<file path="src/rtl/tile_boot_ctrl_if.sv">
`default_nettype none
// ============================================================================
// tile_boot_ctrl_if : host-side control/status port of the tile boot sequencer
// Revision 1.0
// ============================================================================
interface tile_boot_ctrl_if #(
    parameter int ADDR_W = 32,
    parameter int DATA_W = 32,
    parameter int CNT_W  = 32
) ();
    logic              start_i;
    logic              start_ready_o;
    logic [ADDR_W-1:0] boot_addr_i;
    logic [CNT_W-1:0]  timeout_i;
    logic              clear_i;
    logic              busy_o;
    logic              done_o;
    logic              timeout_o;
    logic [DATA_W-1:0] exit_code_o;
    logic [CNT_W-1:0]  cycles_o;

    modport master (
        output start_i, boot_addr_i, timeout_i, clear_i,
        input  start_ready_o, busy_o, done_o, timeout_o, exit_code_o, cycles_o
    );

    modport slave (
        input  start_i, boot_addr_i, timeout_i, clear_i,
        output start_ready_o, busy_o, done_o, timeout_o, exit_code_o, cycles_o
    );
endinterface
`default_nettype wire

</file>
<file path="src/rtl/tile_boot_ctrl.sv">
`default_nettype none
// ============================================================================
// tile_boot_ctrl : boot / end-of-computation sequencer with watchdog for a tile core
// Revision 1.0
// ============================================================================
module tile_boot_ctrl #(
    parameter int ADDR_W   = 32,
    parameter int DATA_W   = 32,
    parameter int CNT_W    = 32,
    parameter int RST_HOLD = 4
) (
    input  wire logic              clk_i,
    input  wire logic              rst_i,
    tile_boot_ctrl_if.slave        host,
    output logic                   core_rst_o,
    output logic                   fetch_en_o,
    output logic [ADDR_W-1:0]      boot_addr_o,
    input  wire logic              eoc_valid_i,
    input  wire logic [DATA_W-1:0] eoc_code_i
);
    localparam int HOLD_W = (RST_HOLD > 1) ? $clog2(RST_HOLD) : 1;

    typedef enum logic [2:0] {
        S_IDLE    = 3'd0,
        S_HOLD    = 3'd1,
        S_RUN     = 3'd2,
        S_DONE    = 3'd3,
        S_TIMEOUT = 3'd4
    } state_t;

    state_t              state_q, state_d;
    logic [HOLD_W-1:0]   hold_q, hold_d;
    logic [ADDR_W-1:0]   boot_addr_q, boot_addr_d;
    logic [CNT_W-1:0]    timeout_q, timeout_d;
    logic [CNT_W-1:0]    cycles_q, cycles_d;
    logic [DATA_W-1:0]   code_q, code_d;
    logic [CNT_W-1:0]    cyc_inc;

    // Saturating increment so a runaway core without watchdog never wraps the count
    assign cyc_inc = (&cycles_q) ? cycles_q : cycles_q + CNT_W'(1);

    always_ff @(posedge clk_i) begin
        if (rst_i) begin
            state_q     <= S_IDLE;
            hold_q      <= '0;
            boot_addr_q <= '0;
            timeout_q   <= '0;
            cycles_q    <= '0;
            code_q      <= '0;
        end else begin
            state_q     <= state_d;
            hold_q      <= hold_d;
            boot_addr_q <= boot_addr_d;
            timeout_q   <= timeout_d;
            cycles_q    <= cycles_d;
            code_q      <= code_d;
        end
    end

    always_comb begin
        state_d     = state_q;
        hold_d      = hold_q;
        boot_addr_d = boot_addr_q;
        timeout_d   = timeout_q;
        cycles_d    = cycles_q;
        code_d      = code_q;
        unique case (state_q)
            S_IDLE: begin
                if (host.start_i) begin
                    boot_addr_d = host.boot_addr_i;
                    timeout_d   = host.timeout_i;
                    cycles_d    = '0;
                    code_d      = '0;
                    hold_d      = HOLD_W'(RST_HOLD - 1);
                    state_d     = S_HOLD;
                end
            end
            S_HOLD: begin
                if (hold_q == '0) begin
                    state_d = S_RUN;
                end else begin
                    hold_d = hold_q - HOLD_W'(1);
                end
            end
            S_RUN: begin
                // EOC takes priority over a watchdog expiry in the same cycle
                if (eoc_valid_i) begin
                    code_d  = eoc_code_i;
                    state_d = S_DONE;
                end else begin
                    cycles_d = cyc_inc;
                    if ((timeout_q != '0) && (cyc_inc == timeout_q)) begin
                        state_d = S_TIMEOUT;
                    end
                end
            end
            S_DONE, S_TIMEOUT: begin
                if (host.clear_i) begin
                    state_d = S_IDLE;
                end
            end
            default: state_d = S_IDLE;
        endcase
    end

    assign core_rst_o         = (state_q == S_IDLE) || (state_q == S_HOLD) || (state_q == S_TIMEOUT);
    assign fetch_en_o         = (state_q == S_RUN);
    assign boot_addr_o        = boot_addr_q;
    assign host.start_ready_o = (state_q == S_IDLE);
    assign host.busy_o        = (state_q == S_HOLD) || (state_q == S_RUN);
    assign host.done_o        = (state_q == S_DONE);
    assign host.timeout_o     = (state_q == S_TIMEOUT);
    assign host.exit_code_o   = code_q;
    assign host.cycles_o      = cycles_q;
endmodule
`default_nettype wire

</file>
<file path="src/flat_wrapper.sv">
// flat-port wrapper written by rule: the top's interface ports become plain ports
module tile_boot_ctrl_flat 
#(
    parameter int ADDR_W   = 32,
    parameter int DATA_W   = 32,
    parameter int CNT_W    = 32,
    parameter int RST_HOLD = 4
)
  (clk_i, rst_i, core_rst_o, fetch_en_o, boot_addr_o, eoc_valid_i, eoc_code_i, host_start_i, host_boot_addr_i, host_timeout_i, host_clear_i, host_start_ready_o, host_busy_o, host_done_o, host_timeout_o, host_exit_code_o, host_cycles_o);
  tile_boot_ctrl_if #(.ADDR_W(ADDR_W), .DATA_W(DATA_W), .CNT_W(CNT_W)) host_i ();
  input  wire logic clk_i;
  input  wire logic rst_i;
  output logic core_rst_o;
  output logic fetch_en_o;
  output logic [ADDR_W-1:0] boot_addr_o;
  input  wire logic eoc_valid_i;
  input  wire logic [DATA_W-1:0] eoc_code_i;
  input wire logic [$bits(host_i.start_i)-1:0] host_start_i;
  input wire logic [$bits(host_i.boot_addr_i)-1:0] host_boot_addr_i;
  input wire logic [$bits(host_i.timeout_i)-1:0] host_timeout_i;
  input wire logic [$bits(host_i.clear_i)-1:0] host_clear_i;
  output wire logic [$bits(host_i.start_ready_o)-1:0] host_start_ready_o;
  output wire logic [$bits(host_i.busy_o)-1:0] host_busy_o;
  output wire logic [$bits(host_i.done_o)-1:0] host_done_o;
  output wire logic [$bits(host_i.timeout_o)-1:0] host_timeout_o;
  output wire logic [$bits(host_i.exit_code_o)-1:0] host_exit_code_o;
  output wire logic [$bits(host_i.cycles_o)-1:0] host_cycles_o;
  assign host_i.start_i = host_start_i;
  assign host_i.boot_addr_i = host_boot_addr_i;
  assign host_i.timeout_i = host_timeout_i;
  assign host_i.clear_i = host_clear_i;
  assign host_start_ready_o = host_i.start_ready_o;
  assign host_busy_o = host_i.busy_o;
  assign host_done_o = host_i.done_o;
  assign host_timeout_o = host_i.timeout_o;
  assign host_exit_code_o = host_i.exit_code_o;
  assign host_cycles_o = host_i.cycles_o;
  tile_boot_ctrl #(.ADDR_W(ADDR_W), .DATA_W(DATA_W), .CNT_W(CNT_W), .RST_HOLD(RST_HOLD)) u_core (.clk_i(clk_i), .rst_i(rst_i), .host(host_i), .core_rst_o(core_rst_o), .fetch_en_o(fetch_en_o), .boot_addr_o(boot_addr_o), .eoc_valid_i(eoc_valid_i), .eoc_code_i(eoc_code_i));
endmodule
</file>
<file path="config.mk">
export PLATFORM = sky130hd
export DESIGN_NAME = tile_boot_ctrl_flat
export DESIGN_NICKNAME = d
export VERILOG_FILES = /design/src/rtl/tile_boot_ctrl_if.sv /design/src/rtl/tile_boot_ctrl.sv /design/src/flat_wrapper.sv
export SDC_FILE = /design/constraint.sdc
export NUM_CORES = 1
export LEC_CHECK = 0
export CORE_MARGIN = 1
export CORE_UTILIZATION = 64
export CTS_CLUSTER_SIZE = 8
export DETAILED_ROUTE_END_ITERATION = 6
export DONT_BUFFER_PORTS = 1
export PLACE_DENSITY = 0.9
export SLEW_MARGIN = 10
export SYNTH_ARGS = -nofsm -noshare
export SYNTH_HDL_FRONTEND = slang
export SYNTH_SLANG_ARGS = --single-unit
</file>
<file path="constraint.sdc">
create_clock -name clk_i -period 3.4 [get_ports clk_i]
set_input_delay 0.17 -clock clk_i [delete_from_list [all_inputs] [get_ports clk_i]]
set_output_delay 0.17 -clock clk_i [all_outputs]
set_load 0.005 [all_outputs]
</file>
Yosys cells after proc, flatten, opt, wreduce, memory -nomap -nowiden
Index checks and enable logic that the tools add are counted.
{"block": "op_classes", "n_addsub": 2, "eq_ne": 12, "mux": 15, "reduce_logical": 16}
{"operator": "32-bit two-way mux", "count": 4}
{"operator": "32-bit case mux with 2 select lines", "count": 2}
{"operator": "32-bit by 1-bit adder with 32-bit output, second input constant", "count": 1}
{"operator": "32-bit equality test", "count": 1}
{"operator": "32-bit AND reduction", "count": 1}
{"operator": "32-bit nonzero test", "count": 1}
{"operator": "3-bit two-way mux", "count": 5}
{"operator": "3-bit case mux with 4 select lines", "count": 1}
{"operator": "3-bit AND reduction", "count": 3}
{"operator": "2-bit inequality test, second input constant", "count": 4}
{"operator": "3-bit by 2-bit equality test with 1-bit output, second input constant", "count": 2}
{"operator": "2-bit two-way mux", "count": 2}
{"operator": "2-bit by 1-bit inequality test with 1-bit output, second input constant", "count": 2}
{"operator": "2-bit case mux with 2 select lines", "count": 1}
{"operator": "4-bit AND reduction", "count": 1}
{"operator": "2-bit nonzero test", "count": 2}
{"operator": "3-bit by 1-bit equality test with 1-bit output, second input constant", "count": 1}
{"operator": "3-bit equality test, second input constant", "count": 1}
{"operator": "3-bit logical NOT", "count": 1}
{"operator": "1-bit logical OR", "count": 3}
{"operator": "3-bit by 1-bit inequality test with 1-bit output, second input constant", "count": 1}
{"operator": "2-bit logical NOT", "count": 1}
{"operator": "2-bit AND reduction", "count": 1}
{"operator": "2-bit OR reduction", "count": 1}
{"operator": "2 further kinds", "count": 2}
{"block": "word_totals", "regBits": 133, "input_bits": 101, "out_inout_bits": 102, "elab_cells": 51}

Logic depth before layout (Yosys ltp)
{"block": "logic_depth", "word_depth": 7, "depth_mapped": 12, "depth_no_buf": 11}

Worst setup path before layout
No wires, ideal clock.
{"block": "synth_path", "path_kind": "register -> register", "startpoint": "register u_core.cycles_q[1] (netlist: u_core.host.cycles_o[1])", "endpoint": "register u_core.state_q[0]", "setup_time_ns": 0.079, "t_arrival_ns": 2.984, "required_ns": 3.321, "path_slack_ns": 0.336, "stages_incl_launch_ff": 13, "path_buffers": 2, "synth_period_minus_slack_ns": 3.064, "cell_sequence": "dfxtp_1 -> ha_1 -> nand3_1 -> or4_1 -> buf_2 -> buf_6 -> o311ai_0 -> a32oi_1 -> a221oi_2 -> nand4_1 -> nor4_4 -> a211oi_1 -> a211oi_2"}
{"block": "synth_via", "elab_chain_len": 6, "elab_cells_between_ends": 7, "cone_classes": "1 x add/sub; 2 x eq/ne; 1 x mux; 3 x reduce/logical"}
{"item": "from (decl)", "line": "tile_boot_ctrl.sv:35", "text": "logic [CNT_W-1:0] cycles_q, cycles_d;"}
{"item": "from (signal assigned)", "line": "tile_boot_ctrl.sv:55", "text": "cycles_q <= cycles_d;"}
{"item": "32-bit by 1-bit adder with 32-bit output / 32-bit AND reduction (equally long branches)", "line": "tile_boot_ctrl.sv:40", "text": "assign cyc_inc = (&cycles_q) ? cycles_q : cycles_q + CNT_W'(1);"}
{"item": "32-bit two-way mux *", "line": "tile_boot_ctrl.sv:40"}
{"item": "32-bit equality test *", "line": "tile_boot_ctrl.sv:92", "text": "if ((timeout_q != '0) && (cyc_inc == timeout_q)) begin"}
{"item": "1-bit logical AND *", "line": "tile_boot_ctrl.sv:92"}
{"item": "3-bit by 1-bit inequality test with 1-bit output (no line) *"}
{"item": "4-bit AND reduction (no line) *"}
{"item": "to (signal assigned)", "line": "tile_boot_ctrl.sv:51", "text": "state_q <= state_d;"}
{"item": "to (decl)", "line": "tile_boot_ctrl.sv:31", "text": "state_t state_q, state_d;"}
Every way passes the cells marked *; elsewhere a longest branch is shown, timed or not.
A chain may end at the register's enable or synchronous reset.

Worst setup path in the final report
{"block": "layout_path", "startpoint": "register u_core.cycles_q[15] (netlist: u_core.host.cycles_o[15])", "endpoint": "register u_core.state_q[0]"}
Same word-level chain as after synthesis.

==> metrics <==
status finished with violations; violated checks DRC; Yosys reg bits 133; TritonCTS clock tree built; Final Hold Fails 0; total power after layout 5.31 mW; total leakage power 3.08 nW; critical path startpoint u_core.host.cycles_o[15]; Reg power frac 37.8%; Port-buffer cells 0; met2 track demand over resource 79.2%; drt wl/cell 25.0 um; Initial DRC Count 1606; Least-Margin Pin Slew 1250 ps; Routed WL 28.9 mm; maximum number of pins on one net before global-route repair 134; starting utilization of the core area 66.1%; area used by multi-input combinational logic 3890 um2; critical path capture point u_core.state_q[0]; maximum number of buffers from clock root to sink 2; number of nets in the layout 1104; top flip-flop cell by instance count after synthesis sky130_fd_sc_hd__dfxtp_1; depth of the worst register-to-register path 8; max-slew violation total from the final report 0; 1st-pass router iterations 7; sequential area share after synthesis 38.8%; worst reg2reg path startpoint u_core.host.cycles_o[15]; Async S/R FF share, synth 0%; ratio of cells with drive above 1 in the final layout 10.5%; Global Route Usage Sum 51.6%; P_int 3.32 mW; via count of the first global-routing pass 8263; wire length of the first global-routing pass 44.0 mm; normalized max-slew margin 15.8%; total number of H-tree levels 4; DRC errors left 17; Syn Nets 1015; number of CTS-inserted buffers 17; x dimension of the die 106 um; RSZ-0062 raised after global routing false; Core Region 10400 um2; Post-Syn Area per Cell 7.52 um2; area of the die 11100 um2; Comb power frac 27.4%; vias per inst 7.27; CP endpoint kind flop; number of maximum-capacitance violations 0; cell with the largest stage delay on the worst path sky130_fd_sc_hd__or3_1; gpl congestion 1.02; tightest hold margin 72.0 ps; fraction of the cycle the final worst path needs 94.0%; Max Fclk 0.313 GHz; Total Negative Setup Slacks 0 ps; Final Util 83.9%; CTS root buf sky130_fd_sc_hd__clkbuf_8; total number of vias 8384; reg2reg end u_core.state_q[0]; number of standard cells after synthesis 912; met3 track demand over resource in global routing 20.2%; Post-DP HPWL 15.2 mm; Filler cells 506; Clk pin slew, worst setup/hold paths 60 ps; fraction of power consumed by the clock network 34.8%; type of the worst setup path flop to flop; power spent charging and discharging nets 1.99 mW; Antenna Nets Post-Route 0; total congestion overflow after global routing 0; endpoint arrival time on the critical path 3640 ps; shortest clock period the worst path allows after layout 3200 ps; count of warnings emitted by yosys 0; fraction of power spent switching nets 37.5%; crit path setup slack, layout 204 ps; initial antenna violation count 2; met1 track utilization from global routing 55.4%; latest clock arrival within the worst-skew pair 530 ps; slack of the worst reg-to-reg path 200 ps; area delta synth->final 26.9%; sequential cell area 2660 um2; Data required, critical path 3840 ps; Slowest Stage Delay on Critical Path 550 ps; path class of the lowest-slack min-delay path input pin to flop; startpoint type of the worst setup path flop; number of placed I/O pins 203; P per Cell Area 610 nW/um2; critical path peak fanout 10; Post-synth EDFFs 0; number of unique standard cell types used by synthesis 72; most used routing layer in global routing met2; Peak supply drop 0.463 mV; Post-Place Worst Slack 200 ps; number of cell rows 37; Clock Sinks 133; final worst clock skew 10.9 ps; cells along the critical path nand4_1, or3_1, o2111a_1, a2111o_1, nor4_1, nor4b_2, a211oi_1, a211oi_2; Die Span Y 106 um; synthesized cell area 6860 um2; final setup violating endpoints 0
-- flip-flops by register name (all words and copies together) (netlist names) --
register and count:
u_core.state_q 3, u_core.host.cycles_o 32, u_core.host.exit_code_o 32, u_core.timeout_q 32, u_core.boot_addr_o 32, u_core.hold_q 2
-- critical path: cells and delay by family, from the launching register on --
family | cells | cell delay [ps]
flops | 1 | 540
compound gates | 4 | 1080
simple gates | 4 | 1490
-- worst min path at each step --
stage                               endpoint                 from  slack [ps]  depth (start not counted)
floorplan              u_core.boot_addr_o[0]  host_boot_addr_i[0]         310                          2
global route            u_core.timeout_q[22]         host_start_i          70                          3
detailed placement     u_core.boot_addr_o[0]                rst_i         250                          1
finish              u_core.host.cycles_o[11]                rst_i          70                          2
CTS                 u_core.host.cycles_o[29]          eoc_valid_i          40                          4
global placement       u_core.boot_addr_o[3]                rst_i         250                          1
-- cell families (layout without fill, tap and decap cells) --
kind of cell,Yosys count,count (layout),synth area share (%)
muxes,5,5,0.766
adders and majority gates,2,2,0.365
AOI/OAI and AO/OA,241,241,21.6
other,0,4,0
DFF,133,133,38.8
buffers and inverters,82,184,4.78
and+or+nand+nor,415,415,29.3
xor gates and xnor gates,34,34,4.34
-- stage by stage --
stage,instances,cell area [um2]
after floorplan,912,6860
after global placement,1019,7090
after detailed placement,1019,7090
after CTS,1149,8670
after global routing,1151,8700
final,1154,8700
-- routing by layer --
layer  part of all wire [%]  vias to the layer above
met5                      0                        -
li1                       -                     3435
met1                     31                     3689
met2                     43                      943
met4                     10                        0
met3                     15                      317
-- timing repair --
| item | CTS | global route |
|---|---|---|
| setup endpoints to repair | 0 | 2 |
| hold buffers | 98 | 0 |
| setup buffers | 0 | 1 |
| gates resized for setup | 0 | 3 |
| endpoints found under the hold margin | 133 | 0 |
-- layout by cell type (no fill, tap or decap), types with 18 or more instances in the layout --
| cell type | n |
|---|---|
| sky130_fd_sc_hd__nand2_1 | 205 |
| sky130_fd_sc_hd__a21oi_1 | 134 |
| sky130_fd_sc_hd__dfxtp_1 | 133 |
| sky130_fd_sc_hd__dlygate4sd3_1 | 97 |
| sky130_fd_sc_hd__buf_4 | 47 |
| sky130_fd_sc_hd__nand3_1 | 46 |
| sky130_fd_sc_hd__nor2_1 | 44 |
| sky130_fd_sc_hd__xnor2_1 | 22 |
| sky130_fd_sc_hd__o21ai_0 | 21 |
| sky130_fd_sc_hd__nor4_1 | 18 |
-- cell usage after synthesis (3+ instances only) --
| master | count | area, um2 |
|---|---|---|
| sky130_fd_sc_hd__a211oi_1 | 11 | 82.6 |
| sky130_fd_sc_hd__a21o_1 | 3 | 22.5 |
| sky130_fd_sc_hd__a21oi_1 | 135 | 676 |
| sky130_fd_sc_hd__a22oi_1 | 5 | 37.5 |
| sky130_fd_sc_hd__a311oi_1 | 12 | 105 |
| sky130_fd_sc_hd__a31oi_1 | 14 | 87.6 |
| sky130_fd_sc_hd__and3_1 | 5 | 31.3 |
| sky130_fd_sc_hd__and4_1 | 5 | 43.8 |
| sky130_fd_sc_hd__buf_1 | 3 | 11.3 |
| sky130_fd_sc_hd__buf_2 | 10 | 50.1 |
| sky130_fd_sc_hd__clkbuf_1 | 61 | 229 |
| sky130_fd_sc_hd__dfxtp_1 | 133 | 2660 |
| sky130_fd_sc_hd__inv_1 | 7 | 26.3 |
| sky130_fd_sc_hd__mux2i_1 | 3 | 30.0 |
| sky130_fd_sc_hd__nand2_1 | 206 | 773 |
| sky130_fd_sc_hd__nand2b_1 | 5 | 31.3 |
| sky130_fd_sc_hd__nand3_1 | 46 | 230 |
| sky130_fd_sc_hd__nand3b_1 | 3 | 22.5 |
| sky130_fd_sc_hd__nand4_1 | 16 | 100 |
| sky130_fd_sc_hd__nor2_1 | 45 | 169 |
| sky130_fd_sc_hd__nor2b_1 | 9 | 56.3 |
| sky130_fd_sc_hd__nor3_1 | 17 | 85.1 |
| sky130_fd_sc_hd__nor4_1 | 18 | 113 |
| sky130_fd_sc_hd__o211ai_1 | 3 | 22.5 |
| sky130_fd_sc_hd__o21ai_0 | 21 | 105 |
| sky130_fd_sc_hd__o21bai_1 | 3 | 22.5 |
| sky130_fd_sc_hd__o22ai_1 | 4 | 25.0 |
| sky130_fd_sc_hd__o31ai_1 | 3 | 22.5 |
| sky130_fd_sc_hd__or3_1 | 11 | 68.8 |
| sky130_fd_sc_hd__or4_1 | 10 | 75.1 |
| sky130_fd_sc_hd__xnor2_1 | 22 | 193 |
| sky130_fd_sc_hd__xor2_1 | 12 | 105 |
-- power groups by stage --
stage	combinational (mW)	sequential, mW	clock, mW
floorplan	0.910	1.91	0
global placement	1.11	1.98	0
detailed placement	1.13	1.99	0
CTS	1.27	1.96	1.82
global route	1.51	2.01	1.92
finish	1.45	2.01	1.85
-- cell type report --
cell class	instances	area share (%)
multi-input combinational	697	44.8
sequential	133	30.6
timing repair buffer	145	15.5
clock buffer	19	5.07
tap	136	1.96
clock inverter	13	1.68
inverter	7	0.302
antenna	4	0.115
No activity file was read; power rests on OpenSTA's default activity.
